$ cat config.mk
export PLATFORM = sky130hd
export DESIGN_NAME = hub75_rx_flat
export DESIGN_NICKNAME = d
export VERILOG_FILES = /design/src/rtl/hub75_rx_if.sv /design/src/rtl/hub75_rx.sv /design/src/flat_wrapper.sv
export SDC_FILE = /design/constraint.sdc
export NUM_CORES = 1
export LEC_CHECK = 0
export CORE_ASPECT_RATIO = 0.8
export CORE_MARGIN = 3
export CORE_UTILIZATION = 55
export DETAILED_ROUTE_END_ITERATION = 7
export PLACE_DENSITY = 0.81
export SLEW_MARGIN = 0
export SYNTH_ARGS = -nofsm -noshare
export SYNTH_HDL_FRONTEND = slang
export SYNTH_SLANG_ARGS = --single-unit
$ cat constraint.sdc
create_clock -name clock -period 3.9 [get_ports clock]
set_clock_uncertainty 0.05 [all_clocks]
set_input_delay 0.585 -clock clock [delete_from_list [all_inputs] [get_ports clock]]
set_output_delay 0.585 -clock clock [all_outputs]
set_load 0.02 [all_outputs]
$ cat src/rtl/hub75_rx_if.sv
// HUB75 panel pins plus the reassembled row record, bundled so a pattern
// driver (master) and the receiver (slave) can be wired up with one connection.
interface hub75_rx_if #(
   parameter int WIDTH  = 64,
   parameter int ADDR_W = 5
);
   logic A, B, C, D, E;
   logic CLK;
   logic R1, G1, B1, R2, G2, B2;
   logic OE;
   logic LAT;

   // Row record: row_valid is a single-cycle strobe with no ready; the
   // consumer must take every field in the cycle row_valid is high.
   logic                        row_valid;
   logic [ADDR_W-1:0]           row_addr;
   logic [WIDTH-1:0]            row_r1, row_g1, row_b1;
   logic [WIDTH-1:0]            row_r2, row_g2, row_b2;
   logic [$clog2(WIDTH+2)-1:0]  row_bits;
   logic                        row_err;
   logic                        frame_start;
   logic [15:0]                 frame_count;
   logic                        panel_on;

   modport master (
      output A, B, C, D, E, CLK, R1, G1, B1, R2, G2, B2, OE, LAT,
      input  row_valid, row_addr, row_r1, row_g1, row_b1, row_r2, row_g2,
             row_b2, row_bits, row_err, frame_start, frame_count, panel_on
   );

   modport slave (
      input  A, B, C, D, E, CLK, R1, G1, B1, R2, G2, B2, OE, LAT,
      output row_valid, row_addr, row_r1, row_g1, row_b1, row_r2, row_g2,
             row_b2, row_bits, row_err, frame_start, frame_count, panel_on
   );
endinterface

$ cat src/rtl/hub75_rx.sv
// HUB75 receiver: oversamples the panel pins, reassembles each shifted row
// into parallel colour words and emits one record per latch event.
module hub75_rx #(
   parameter int WIDTH            = 64,
   parameter int ADDR_W           = 5,
   parameter bit LATCH_BOTH_EDGES = 1'b0
) (
   input  logic        clock,
   input  logic        reset_n,
   hub75_rx_if.slave   bus
);

   localparam int CW    = $clog2(WIDTH+2);
   localparam int NPIN  = 14;
   localparam int CLK_I = 5;
   localparam int DAT_I = 6;
   localparam int OE_I  = 12;
   localparam int LAT_I = 13;

   // OE resets high so the panel is treated as dark until real levels arrive.
   localparam logic [NPIN-1:0] SYNC_RST = NPIN'(1) << OE_I;

   localparam logic [CW-1:0] CNT_FULL = CW'(WIDTH);
   localparam logic [CW-1:0] CNT_SAT  = CW'(WIDTH + 1);

   logic [NPIN-1:0] pins_raw;
   logic [NPIN-1:0] sync1;
   logic [NPIN-1:0] sync2;
   logic            clk_hist;
   logic            lat_hist;

   logic            clk_rise;
   logic            lat_rise;
   logic            lat_event;
   logic            shift_en;
   logic [5:0]      data_s;
   logic [4:0]      addr_full;
   logic [ADDR_W-1:0] addr_s;

   logic [5:0][WIDTH-1:0] acc;
   logic [5:0][WIDTH-1:0] acc_next;
   logic [WIDTH-1:0]      bit_mask;
   logic [CW-1:0]         cnt;
   logic [CW-1:0]         cnt_next;

   logic                  row_valid_q;
   logic [ADDR_W-1:0]     row_addr_q;
   logic [5:0][WIDTH-1:0] row_word_q;
   logic [CW-1:0]         row_bits_q;
   logic                  row_err_q;
   logic                  frame_start_q;
   logic [15:0]           frame_count_q;

   assign pins_raw = {bus.LAT, bus.OE,
                      bus.B2, bus.G2, bus.R2, bus.B1, bus.G1, bus.R1,
                      bus.CLK,
                      bus.E, bus.D, bus.C, bus.B, bus.A};

   always_ff @(posedge clock or negedge reset_n) begin
      if (!reset_n) begin
         sync1    <= SYNC_RST;
         sync2    <= SYNC_RST;
         clk_hist <= 1'b0;
         lat_hist <= 1'b0;
      end else begin
         sync1    <= pins_raw;
         sync2    <= sync1;
         clk_hist <= sync2[CLK_I];
         lat_hist <= sync2[LAT_I];
      end
   end

   assign clk_rise  = sync2[CLK_I] & ~clk_hist;
   assign lat_rise  = sync2[LAT_I] & ~lat_hist;
   assign lat_event = LATCH_BOTH_EDGES ? (sync2[LAT_I] ^ lat_hist) : lat_rise;
   assign data_s    = sync2[DAT_I +: 6];
   assign addr_full = sync2[4:0];
   assign addr_s    = addr_full[ADDR_W-1:0];

   assign shift_en  = clk_rise && (cnt < CNT_FULL);
   assign bit_mask  = {{(WIDTH-1){1'b0}}, 1'b1} << cnt;

   // acc_next/cnt_next already include a bit shifted this cycle, so a latch
   // coinciding with a CLK rise emits the row including that final bit.
   always_comb begin
      acc_next = acc;
      for (int i = 0; i < 6; i++) begin
         acc_next[i] = acc[i] | ({WIDTH{data_s[i] & shift_en}} & bit_mask);
      end
   end

   always_comb begin
      cnt_next = cnt;
      if (clk_rise && (cnt != CNT_SAT)) begin
         cnt_next = cnt + 1'b1;
      end
   end

   always_ff @(posedge clock or negedge reset_n) begin
      if (!reset_n) begin
         acc           <= '0;
         cnt           <= '0;
         row_valid_q   <= 1'b0;
         row_addr_q    <= '0;
         row_word_q    <= '0;
         row_bits_q    <= '0;
         row_err_q     <= 1'b0;
         frame_start_q <= 1'b0;
         frame_count_q <= '0;
      end else begin
         row_valid_q   <= 1'b0;
         frame_start_q <= 1'b0;
         if (lat_event) begin
            row_valid_q <= 1'b1;
            row_word_q  <= acc_next;
            row_addr_q  <= addr_s;
            row_bits_q  <= cnt_next;
            row_err_q   <= (cnt_next != CNT_FULL);
            // row_addr_q doubles as the previous latched address; it resets
            // to 0 so the first row can never look like a wrap.
            if (addr_s < row_addr_q) begin
               frame_start_q <= 1'b1;
               frame_count_q <= frame_count_q + 16'd1;
            end
            acc <= '0;
            cnt <= '0;
         end else begin
            acc <= acc_next;
            cnt <= cnt_next;
         end
      end
   end

   assign bus.row_valid   = row_valid_q;
   assign bus.row_addr    = row_addr_q;
   assign bus.row_r1      = row_word_q[0];
   assign bus.row_g1      = row_word_q[1];
   assign bus.row_b1      = row_word_q[2];
   assign bus.row_r2      = row_word_q[3];
   assign bus.row_g2      = row_word_q[4];
   assign bus.row_b2      = row_word_q[5];
   assign bus.row_bits    = row_bits_q;
   assign bus.row_err     = row_err_q;
   assign bus.frame_start = frame_start_q;
   assign bus.frame_count = frame_count_q;
   assign bus.panel_on    = ~sync2[OE_I];

endmodule

$ cat src/flat_wrapper.sv
// flat-port wrapper written by rule: the top's interface ports become plain ports
module hub75_rx_flat 
#(
   parameter int WIDTH            = 64,
   parameter int ADDR_W           = 5,
   parameter bit LATCH_BOTH_EDGES = 1'b0
)
  (clock, reset_n, bus_A, bus_B, bus_C, bus_D, bus_E, bus_CLK, bus_R1, bus_G1, bus_B1, bus_R2, bus_G2, bus_B2, bus_OE, bus_LAT, bus_row_valid, bus_row_addr, bus_row_r1, bus_row_g1, bus_row_b1, bus_row_r2, bus_row_g2, bus_row_b2, bus_row_bits, bus_row_err, bus_frame_start, bus_frame_count, bus_panel_on);
  hub75_rx_if #(.WIDTH(WIDTH), .ADDR_W(ADDR_W)) bus_i ();
  input  logic clock;
  input  logic reset_n;
  input wire logic [$bits(bus_i.A)-1:0] bus_A;
  input wire logic [$bits(bus_i.B)-1:0] bus_B;
  input wire logic [$bits(bus_i.C)-1:0] bus_C;
  input wire logic [$bits(bus_i.D)-1:0] bus_D;
  input wire logic [$bits(bus_i.E)-1:0] bus_E;
  input wire logic [$bits(bus_i.CLK)-1:0] bus_CLK;
  input wire logic [$bits(bus_i.R1)-1:0] bus_R1;
  input wire logic [$bits(bus_i.G1)-1:0] bus_G1;
  input wire logic [$bits(bus_i.B1)-1:0] bus_B1;
  input wire logic [$bits(bus_i.R2)-1:0] bus_R2;
  input wire logic [$bits(bus_i.G2)-1:0] bus_G2;
  input wire logic [$bits(bus_i.B2)-1:0] bus_B2;
  input wire logic [$bits(bus_i.OE)-1:0] bus_OE;
  input wire logic [$bits(bus_i.LAT)-1:0] bus_LAT;
  output wire logic [$bits(bus_i.row_valid)-1:0] bus_row_valid;
  output wire logic [$bits(bus_i.row_addr)-1:0] bus_row_addr;
  output wire logic [$bits(bus_i.row_r1)-1:0] bus_row_r1;
  output wire logic [$bits(bus_i.row_g1)-1:0] bus_row_g1;
  output wire logic [$bits(bus_i.row_b1)-1:0] bus_row_b1;
  output wire logic [$bits(bus_i.row_r2)-1:0] bus_row_r2;
  output wire logic [$bits(bus_i.row_g2)-1:0] bus_row_g2;
  output wire logic [$bits(bus_i.row_b2)-1:0] bus_row_b2;
  output wire logic [$bits(bus_i.row_bits)-1:0] bus_row_bits;
  output wire logic [$bits(bus_i.row_err)-1:0] bus_row_err;
  output wire logic [$bits(bus_i.frame_start)-1:0] bus_frame_start;
  output wire logic [$bits(bus_i.frame_count)-1:0] bus_frame_count;
  output wire logic [$bits(bus_i.panel_on)-1:0] bus_panel_on;
  assign bus_i.A = bus_A;
  assign bus_i.B = bus_B;
  assign bus_i.C = bus_C;
  assign bus_i.D = bus_D;
  assign bus_i.E = bus_E;
  assign bus_i.CLK = bus_CLK;
  assign bus_i.R1 = bus_R1;
  assign bus_i.G1 = bus_G1;
  assign bus_i.B1 = bus_B1;
  assign bus_i.R2 = bus_R2;
  assign bus_i.G2 = bus_G2;
  assign bus_i.B2 = bus_B2;
  assign bus_i.OE = bus_OE;
  assign bus_i.LAT = bus_LAT;
  assign bus_row_valid = bus_i.row_valid;
  assign bus_row_addr = bus_i.row_addr;
  assign bus_row_r1 = bus_i.row_r1;
  assign bus_row_g1 = bus_i.row_g1;
  assign bus_row_b1 = bus_i.row_b1;
  assign bus_row_r2 = bus_i.row_r2;
  assign bus_row_g2 = bus_i.row_g2;
  assign bus_row_b2 = bus_i.row_b2;
  assign bus_row_bits = bus_i.row_bits;
  assign bus_row_err = bus_i.row_err;
  assign bus_frame_start = bus_i.frame_start;
  assign bus_frame_count = bus_i.frame_count;
  assign bus_panel_on = bus_i.panel_on;
  hub75_rx #(.WIDTH(WIDTH), .ADDR_W(ADDR_W), .LATCH_BOTH_EDGES(LATCH_BOTH_EDGES)) u_core (.clock(clock), .reset_n(reset_n), .bus(bus_i));
endmodule
; ---- After elaboration in Yosys (flattened, before gate mapping)
; Cells that the tools add are included.
[word_totals]
ramBits = 0
regBits = 836
mem_bits_ro = 0
word_cells = 62
latchBits = 0
mem_count = 0
[op_classes]
n_mul = 0
add_sub_neg = 2
bitwise_logic = 23
n_lt_le_gt_ge = 2
n_eq_ne = 2
n_reduce_logical = 3
mux = 6
shift = 1
div_mod_pow = 0
[ops]
columns = op, count
row1 = $and 64x64->64, 6
row2 = $mux 384, 1
row3 = $or 64x64->64, 6
row4 = $shl 1x7->64 const A, 1
row5 = $add 16x1->16 const B, 1
row6 = $mux 7, 2
row7 = $ne 7x7->1 const B, 2
row8 = $and 1x1->1, 8
row9 = $add 7x1->7 const B, 1
row10 = $lt 7x7->1 const B, 1
row11 = $lt 5x5->1, 1
row12 = $mux 1, 3
row13 = $not 1->1, 3
row14 = $logic_and 1x1->1, 2
row15 = $reduce_and 2->1, 1

; ---- Depth between registers and ports, before layout
; Gate-level depths: netlist of the first run.
[logic_depth]
depth_word = 7
depth_mapped = 9
depth_no_buf = 8

; ---- Worst setup path after synthesis of the first run
; OpenSTA, ideal clock, no wires.
[synth_timing]
path_type = flip-flop to flip-flop
from = register u_core.row_addr_q[4], in the netlist u_core.bus.row_addr[4]
to = register u_core.frame_count_q[11], in the netlist u_core.bus.frame_count[11]
setup_slack_ns = 1.649
path_buffers = 0
stages_incl_launch_ff = 8
setup_ns = 0.130
arrival_ns = 2.071
t_required_ns = 3.720
cell_sequence = dfrtp_1 > inv_1 > ha_1 > a21o_1 > or3_1 > a31o_4 > or3_4 > xnor2_2
[synth_between]
elab_chain_cells = 2
[synth_lines]
columns = element, line
row1 = from (decl), hub75_rx.sv:47  ; logic [ADDR_W-1:0] row_addr_q;
row2 = from (signal assigned), hub75_rx.sv:116  ; row_addr_q <= addr_s;
row3 = $lt 5x5->1, hub75_rx.sv:121  ; if (addr_s < row_addr_q) begin
row4 = $reduce_and 2->1 (no source line), -
row5 = to (signal assigned), hub75_rx.sv:123  ; frame_count_q <= frame_count_q + 16'd1;
row6 = to (decl), hub75_rx.sv:52  ; logic [15:0] frame_count_q;
; Every way passes these cells.
; A chain may end at the register's enable or synchronous reset.

; ---- Worst setup path after layout of the first run
[layout_timing]
from = register u_core.cnt[1]
to = register u_core.row_word_q, in the netlist u_core.bus.row_r1[37]
[layout_between]
elab_chain_cells = 5
[layout_lines]
columns = element, line
row1 = from (decl), hub75_rx.sv:43  ; logic [CW-1:0] cnt;
row2 = from (signal assigned), hub75_rx.sv:129  ; cnt <= cnt_next;
row3 = $lt 7x7->1, hub75_rx.sv:80  ; assign shift_en = clk_rise && (cnt < CNT_FULL);
row4 = $logic_and 1x1->1, hub75_rx.sv:80
row5 = $and 1x1->1, hub75_rx.sv:88  ; acc_next[i] = acc[i] | ({WIDTH{data_s[i] & shift_en}} & bit_mask);
row6 = $and 64x64->64 *, hub75_rx.sv:88
row7 = $or 64x64->64 *, hub75_rx.sv:88
row8 = to (signal assigned), hub75_rx.sv:115  ; row_word_q <= acc_next;
row9 = to (decl), hub75_rx.sv:48  ; logic [5:0][WIDTH-1:0] row_word_q;
; Mark *: on every way between the ends. The rest lies on a longest branch, timed or not.

==> results of run 1 <==
through the flow:
step | setup WS, ps | area [um^2] | utilization
after floorplan | 1650 | 29800 | -
after global placement | 1370 | 34700 | 0.654
after detailed placement | 1300 | 34700 | 0.654
after CTS | 1230 | 37100 | 0.699
after global routing | 1010 | 37100 | 0.699
final | 1160 | 37100 | 0.700
final timing paths:
check / endpoint / startpoint / depth (start not counted) / slack [ps]
hold reg to reg: u_core.sync2[0]$_DFF_PN0_ / u_core.sync1[0]$_DFF_PN0_ / 0 / 300
max in group asynchronous: u_core.bus.row_b1[35]$_DFFE_PN0P_ / reset_n / 3 / 2650
setup reg to reg: u_core.bus.row_r1[37]$_DFFE_PN0P_ / u_core.cnt[1]$_DFF_PN0_ / 7 / 1160
hold / removal: u_core.bus.row_b2[55]$_DFFE_PN0P_ / reset_n / 1 / -40
setup / recovery: u_core.bus.row_r1[37]$_DFFE_PN0P_ / u_core.cnt[1]$_DFF_PN0_ / 7 / 1160
min in group clock: u_core.sync2[0]$_DFF_PN0_ / u_core.sync1[0]$_DFF_PN0_ / 0 / 300
metal layers:
metal  wire length, um  track usage  up-vias  part of all wire
met1             33800        0.400    11500              0.40
met3              6840       0.0697      188             0.081
met2             40700        0.478     1033              0.48
met4              3010        0.112        0             0.036
met5                 0            0        -                 0
li1                  -            -     9912                 -
sequential cells by signal, summed over array words and instances, names as in the netlist, 16 cells and up:
register / count
u_core.bus.row_b1: 64
u_core.bus.row_g2: 64
u_core.acc: 384
u_core.bus.frame_count: 16
u_core.bus.row_r2: 64
u_core.bus.row_b2: 64
u_core.bus.row_g1: 64
u_core.bus.row_r1: 64
cell usage after synthesis, types with 2 or more instances:
cell type  count
dfrtp_1      834
nor2_1       462
nand2_1      427
a21oi_1      387
o21ai_0      287
o21ai_1      108
clkbuf_1      91
buf_2         90
inv_1         12
ha_1          11
xnor2_1       11
xor2_1         8
and2_1         6
nor3_2         6
nand2b_1       5
nand3_1        5
nand4_1        5
nor3_1         5
nor2b_1        3
or3_1          3
a21o_1         2
buf_1          2
dfstp_2        2
nor3b_1        2
nor4_1         2
cells by family (layout without fill, tap and decap cells):
| family | Yosys count | in the layout | synth area share |
|---|---|---|---|
| compound gates | 790 | 790 | 0.134 |
| xor+xnor | 20 | 20 | 0.00613 |
| fa+ha+maj | 11 | 11 | 0.00462 |
| buf+inv | 197 | 614 | 0.0286 |
| flops | 836 | 836 | 0.703 |
| mux | 1 | 1 | 0.000336 |
| other cells | 0 | 2 | 0 |
| simple gates | 938 | 938 | 0.124 |
power by group:
| group | switching (mW) | leakage (nW) | internal, mW |
|---|---|---|---|
| Sequential | 0.0898 | 11.6 | 8.80 |
| Combinational | 0.788 | 4.43 | 0.283 |
| Clock | 3.17 | 1.19 | 4.23 |
cell type report:
cell class              instances  area [um^2]  share of cell area
flip-flops and latches        836        20900               0.564
multi-input cells            1760         8010               0.216
repair buffers                469         4790               0.129
clock buffers                 115         2240              0.0605
well taps                     693          867              0.0234
clock inverters                16          189             0.00509
inverters                      14         60.1             0.00162
diodes                          2         5.00            0.000135
worst max-delay path: cells and delay by family, from the launching register on:
kind,cells,cell delay (ps)
buffers and inverters,1,140
AOI/OAI and AO/OA,2,430
adders and majority gates,1,310
and+or+nand+nor,3,1260
DFF,1,440
==> results_dict.tcl, run 1 <==
set metrics [dict create \
    drt.antenna.violating_nets 0 \
    overflow 0 \
    yosysUniqueCellTypes 42 \
    area_growth_pct 24.6 \
    synth_edf_count 0 \
    cts-root-buf "clkbuf_16" \
    viasPerCell 5.80 \
    syn_inst 2793 \
    die-area_um2 57000 \
    fp-row-count 75 \
    final_cell_mix "834 x dfrtp_1, 462 x nor2_1, 430 x clkdlybuf4s50_1" \
    seq_area_frac_synth 0.703 \
    syn-num-nets 2820 \
    route.detailed.drc 0 \
    worst_pin_slew_ps 1090 \
    power.leakage_nw 17.2 \
    rsz0062_at_grt "false" \
    initialDrtViolationCount 2523 \
    cts_sinks 836 \
    instances_no_fill 3905 \
    async_flop_share 1.00 \
    path_clk_slew_ps 60 \
    synth_top_area_share 0.701 \
    core_area_um2 53000 \
    nNetsFinal 3185 \
    failed_checks "negative hold slack" \
    post_drt_wl_per_cell_um 21.6 \
    peakVddDrop_mv 0.367 \
    cts.repair.resized 0 \
    crit_arrival_ps 3210 \
    ios 432 \
    worstPathRequired_ps 4370 \
    synth_warnings 0 \
    grt_pass1_vias 23200 \
    io_buffers 431 \
    cts_tree "done" \
    grt_pass1_wl_um 132000 \
    slew_headroom 0.275 \
    final_max_slew_viol_count 0 \
    fill_cells 3575 \
    synth_ff_type "dfrtp_1" \
    place_hpwl_um 53400 \
    clock.fmax_mhz 365 \
    antenna_found_initial 1 \
    cts_hold_buf 0 \
    status "finished, violations left" \
    cp_max_fo 6 \
    numCtsBuffers 77 \
    synth_area_leaders "dfrtp_1 70%, a21oi_1 6.5%, nor2_1 5.8%" \
    ys_seq_elements 836 \
    cpMaxStageDelayCell "nor2_1" \
    die_x_um 266 \
    wl_um 84300 \
    start_util 0.562 \
    hold_viol 3 \
    start_kind "flop" \
    worst_hold_path_type "input port to async pin" \
    holdWs_ps -37.7 \
    end_kind "flop" \
    dp_cells 3772 \
    synth_area_per_cell_um2 10.7 \
    die_h_um 214 \
    ctsHtreeMaxLevel 3 \
    power_mw 17.4 \
    cpPeakStageDelay_ps 630 \
    cts_buffer_depth 3 \
    layout_commonest_cell "dfrtp_1" \
    grt_use_total 0.298 \
    insertion_delay_ps 610 \
    yosysTopAreaCell "dfrtp_1" \
    min_period_ps 2740 \
    power.density_nw_per_um2 468 \
    tns_ps 0 \
    drive_gt1_frac 0.0530 \
    post_cts_buffers 0 \
    path_cells "inv_1 -> ha_1 -> nor2b_1 -> nand2_1 -> nor2_1 -> a21oi_1 -> o21ai_0" \
    syn-cell-area_um2 29800 \
    maxCapViolations 0 \
    place_congestion 0.850 \
    grt_max_degree 262 \
    via_count 22700 \
    drt-pass1-iter-count 6 \
    path_class "flop to flop" \
    min_period_over_period 0.703 \
    setup_viol 0 \
]
No activity file was read; power rests on OpenSTA's default activity.
==> run 2: changes to the inputs <==
--- a/config.mk
+++ b/config.mk
@@ -7,9 +7,9 @@
 export LEC_CHECK = 0
 export CORE_ASPECT_RATIO = 0.8
 export CORE_MARGIN = 3
-export CORE_UTILIZATION = 55
+export CORE_UTILIZATION = 54
 export DETAILED_ROUTE_END_ITERATION = 7
-export PLACE_DENSITY = 0.81
+export PLACE_DENSITY = 0.79
 export SLEW_MARGIN = 0
 export SYNTH_ARGS = -nofsm -noshare
 export SYNTH_HDL_FRONTEND = slang
==> constraint.sdc (replaced) <==
create_clock -name clock -period 2.6 [get_ports clock]
set_clock_uncertainty 0.05 [all_clocks]
set_input_delay 0.39 -clock clock [delete_from_list [all_inputs] [get_ports clock]]
set_output_delay 0.39 -clock clock [all_outputs]
set_load 0.02 [all_outputs]
==> run 2 against run 1 <==
Net effect:
- the run now ends clean
- final cell count up 1.7%
- die area up 1.8%
- clock power up 59%
- core utilization down 0.12 points
- via count up 1.1%
- clock-buffer cell count down 4
- routed wire length up 3.0%
- critical path type unchanged
- highest routed layer is now met5
==> results_dict.tcl, run 2 (same netlist as run 1, synthesis figures left out) <==
set metrics [dict create \
    grt_pass1_vias 23100 \
    startpoint "u_core.cnt[0]$_DFF_PN0_" \
    viasPerCell 5.77 \
    final_cell_mix "834 x dfrtp_1, 461 x nor2_1, 430 x clkdlybuf4s50_1" \
    worst_pin_slew_ps 872 \
    whs_endpoint "u_core.sync1[12]$_DFF_PN1_" \
    switching_share 0.234 \
    clock.fmax_mhz 410 \
    power.density_nw_per_um2 711 \
    worst_hold_path_type "input port to flop" \
    post_drt_wl_per_cell_um 21.9 \
    largest_reg_flops 384 \
    hp-start "bus_OE" \
    die_h_um 216 \
    grt_use_total 0.298 \
    cts-root-buf "clkbuf_16" \
    ios 432 \
    end_kind "flop" \
    hold_viol 0 \
    crit_arrival_ps 2920 \
    numCtsBuffers 78 \
    drive_gt1_frac 0.0713 \
    fp-row-count 76 \
    grt_pass1_wl_um 133000 \
    die_x_um 269 \
    seq_power_share 0.496 \
    utilization 0.698 \
    holdWs_ps 143 \
    place_congestion 0.885 \
    via_count 22900 \
    cts_tree "done" \
    layout_commonest_cell "dfrtp_1" \
    final_max_slew_viol_count 0 \
    drt-pass1-iter-count 6 \
    wl_um 86800 \
    overflow 0 \
    io_buffers 431 \
    area_growth_pct 27.1 \
    place_hpwl_um 55900 \
    min_period_ps 2440 \
    cp_max_fo 6 \
    clockPowerShare 0.440 \
    setup_ws_ps 161 \
    setup_viol 0 \
    peakVddDrop_mv 0.447 \
    hold_path_depth 1 \
    cts_buffer_depth 3 \
    slew_headroom 0.416 \
    grt_max_degree 153 \
    post_cts_buffers 0 \
    r2r_slack_ps 160 \
    r2r-start "u_core.cnt[0]$_DFF_PN0_" \
    worstPathRequired_ps 3080 \
    power_switching_mw 6.30 \
    core_area_um2 54200 \
    insertion_delay_ps 610 \
    rsz0062_at_grt "false" \
    start_util 0.549 \
    reg2regPathDepth 6 \
    dp_slack_ps 225 \
    route.detailed.drc 0 \
    comb_power_share 0.063 \
    nNetsFinal 3231 \
    r2r_end "u_core.bus.row_g2[3]$_DFFE_PN0P_" \
    maxCapViolations 0 \
    ctsHtreeMaxLevel 3 \
    tns_ps 0 \
    largest-register "u_core.acc" \
    drt.antenna.violating_nets 0 \
    power.leakage_nw 17.6 \
    path_clk_slew_ps 60 \
    path_class "flop to flop" \
    status "completed" \
    die-area_um2 58000 \
    start_kind "flop" \
    antenna_found_initial 2 \
    initialDrtViolationCount 2652 \
    cts_sinks 836 \
    min_period_over_period 0.938 \
    power.internal_mw 20.6 \
]
-- run 2: cell types whose count changed in the layout (fill, tap and decap cells not counted), moves of 2 or more --
cell,change
clkinv_2,+10
clkbuf_1,-5
and2_2,-2
buf_12,+14
and2_4,+2
bufinv_16,+4
clkbuf_8,-2
buf_4,+30
clkbuf_16,+3
-- run 2: worst max-delay path by stage --
stage	end	slack (ps)	cells past startpoint
3_3_place_gp	u_core.bus.row_r1[23]$_DFFE_PN0P_	370	6
3_5_place_dp	u_core.bus.row_r1[23]$_DFFE_PN0P_	220	6
2_1_floorplan	u_core.bus.frame_count[11]$_DFFE_PN0P_	350	7
4_1_cts	u_core.bus.row_r1[23]$_DFFE_PN0P_	210	6
5_1_grt	u_core.bus.row_g1[33]$_DFFE_PN0P_	100	7
6_report	u_core.bus.row_g2[3]$_DFFE_PN0P_	160	6
-- run 2: cell type report --
class,instances,area (um^2)
Fill cell,3675,16300
Inverter,14,60.1
Clock inverter,33,392
Antenna cell,2,5.00
Timing Repair Buffer,514,5310
Tap cell,702,878
Multi-Input combinational cell,1760,8020
Sequential cell,836,20900
Clock buffer,111,2270
-- run 2: worst max-delay path: stages (launching register included) --
cell and delay [ps]:
dfrtp_1 450, ha_1 310, ha_1 230, nand2b_1 150
nor2_1 710, a21oi_1 230, o21ai_0 220
-- run 2: power groups by stage --
stage | clock (mW) | sequential, mW | combinational [mW]
floorplan | 0 | 13.7 | 0.612
global placement | 0 | 13.6 | 1.63
detailed placement | 0 | 13.6 | 1.69
CTS | 12.0 | 13.3 | 1.71
global route | 12.5 | 13.4 | 1.84
finish | 11.8 | 13.3 | 1.71
-- run 2: per-layer routing --
| metal | GRT usage | vias up | share of wire |
|---|---|---|---|
| li1 | - | 10000 | - |
| met1 | 0.402 | 11600 | 0.40 |
| met2 | 0.474 | 1048 | 0.48 |
| met3 | 0.0734 | 212 | 0.086 |
| met4 | 0.112 | 2 | 0.035 |
| met5 | 0.0144 | - | 0.0013 |
-- run 2: timing repair --
action	4_1_cts	5_1_grt
hold buffers	1	0
resized for setup	0	1
hold endpoints to repair	29	0
endpoints found under the setup margin	0	1
-- run 2: metrics by stage --
stage / std cells / area (um^2) / total power [mW]
2_1_floorplan: 2793 / 29800 / 14.3
3_3_place_gp: 3825 / 35200 / 15.2
3_5_place_dp: 3825 / 35200 / 15.3
4_1_cts: 3970 / 37800 / 27.0
5_1_grt: 3972 / 37900 / 27.7
6_report: 3972 / 37900 / 26.9
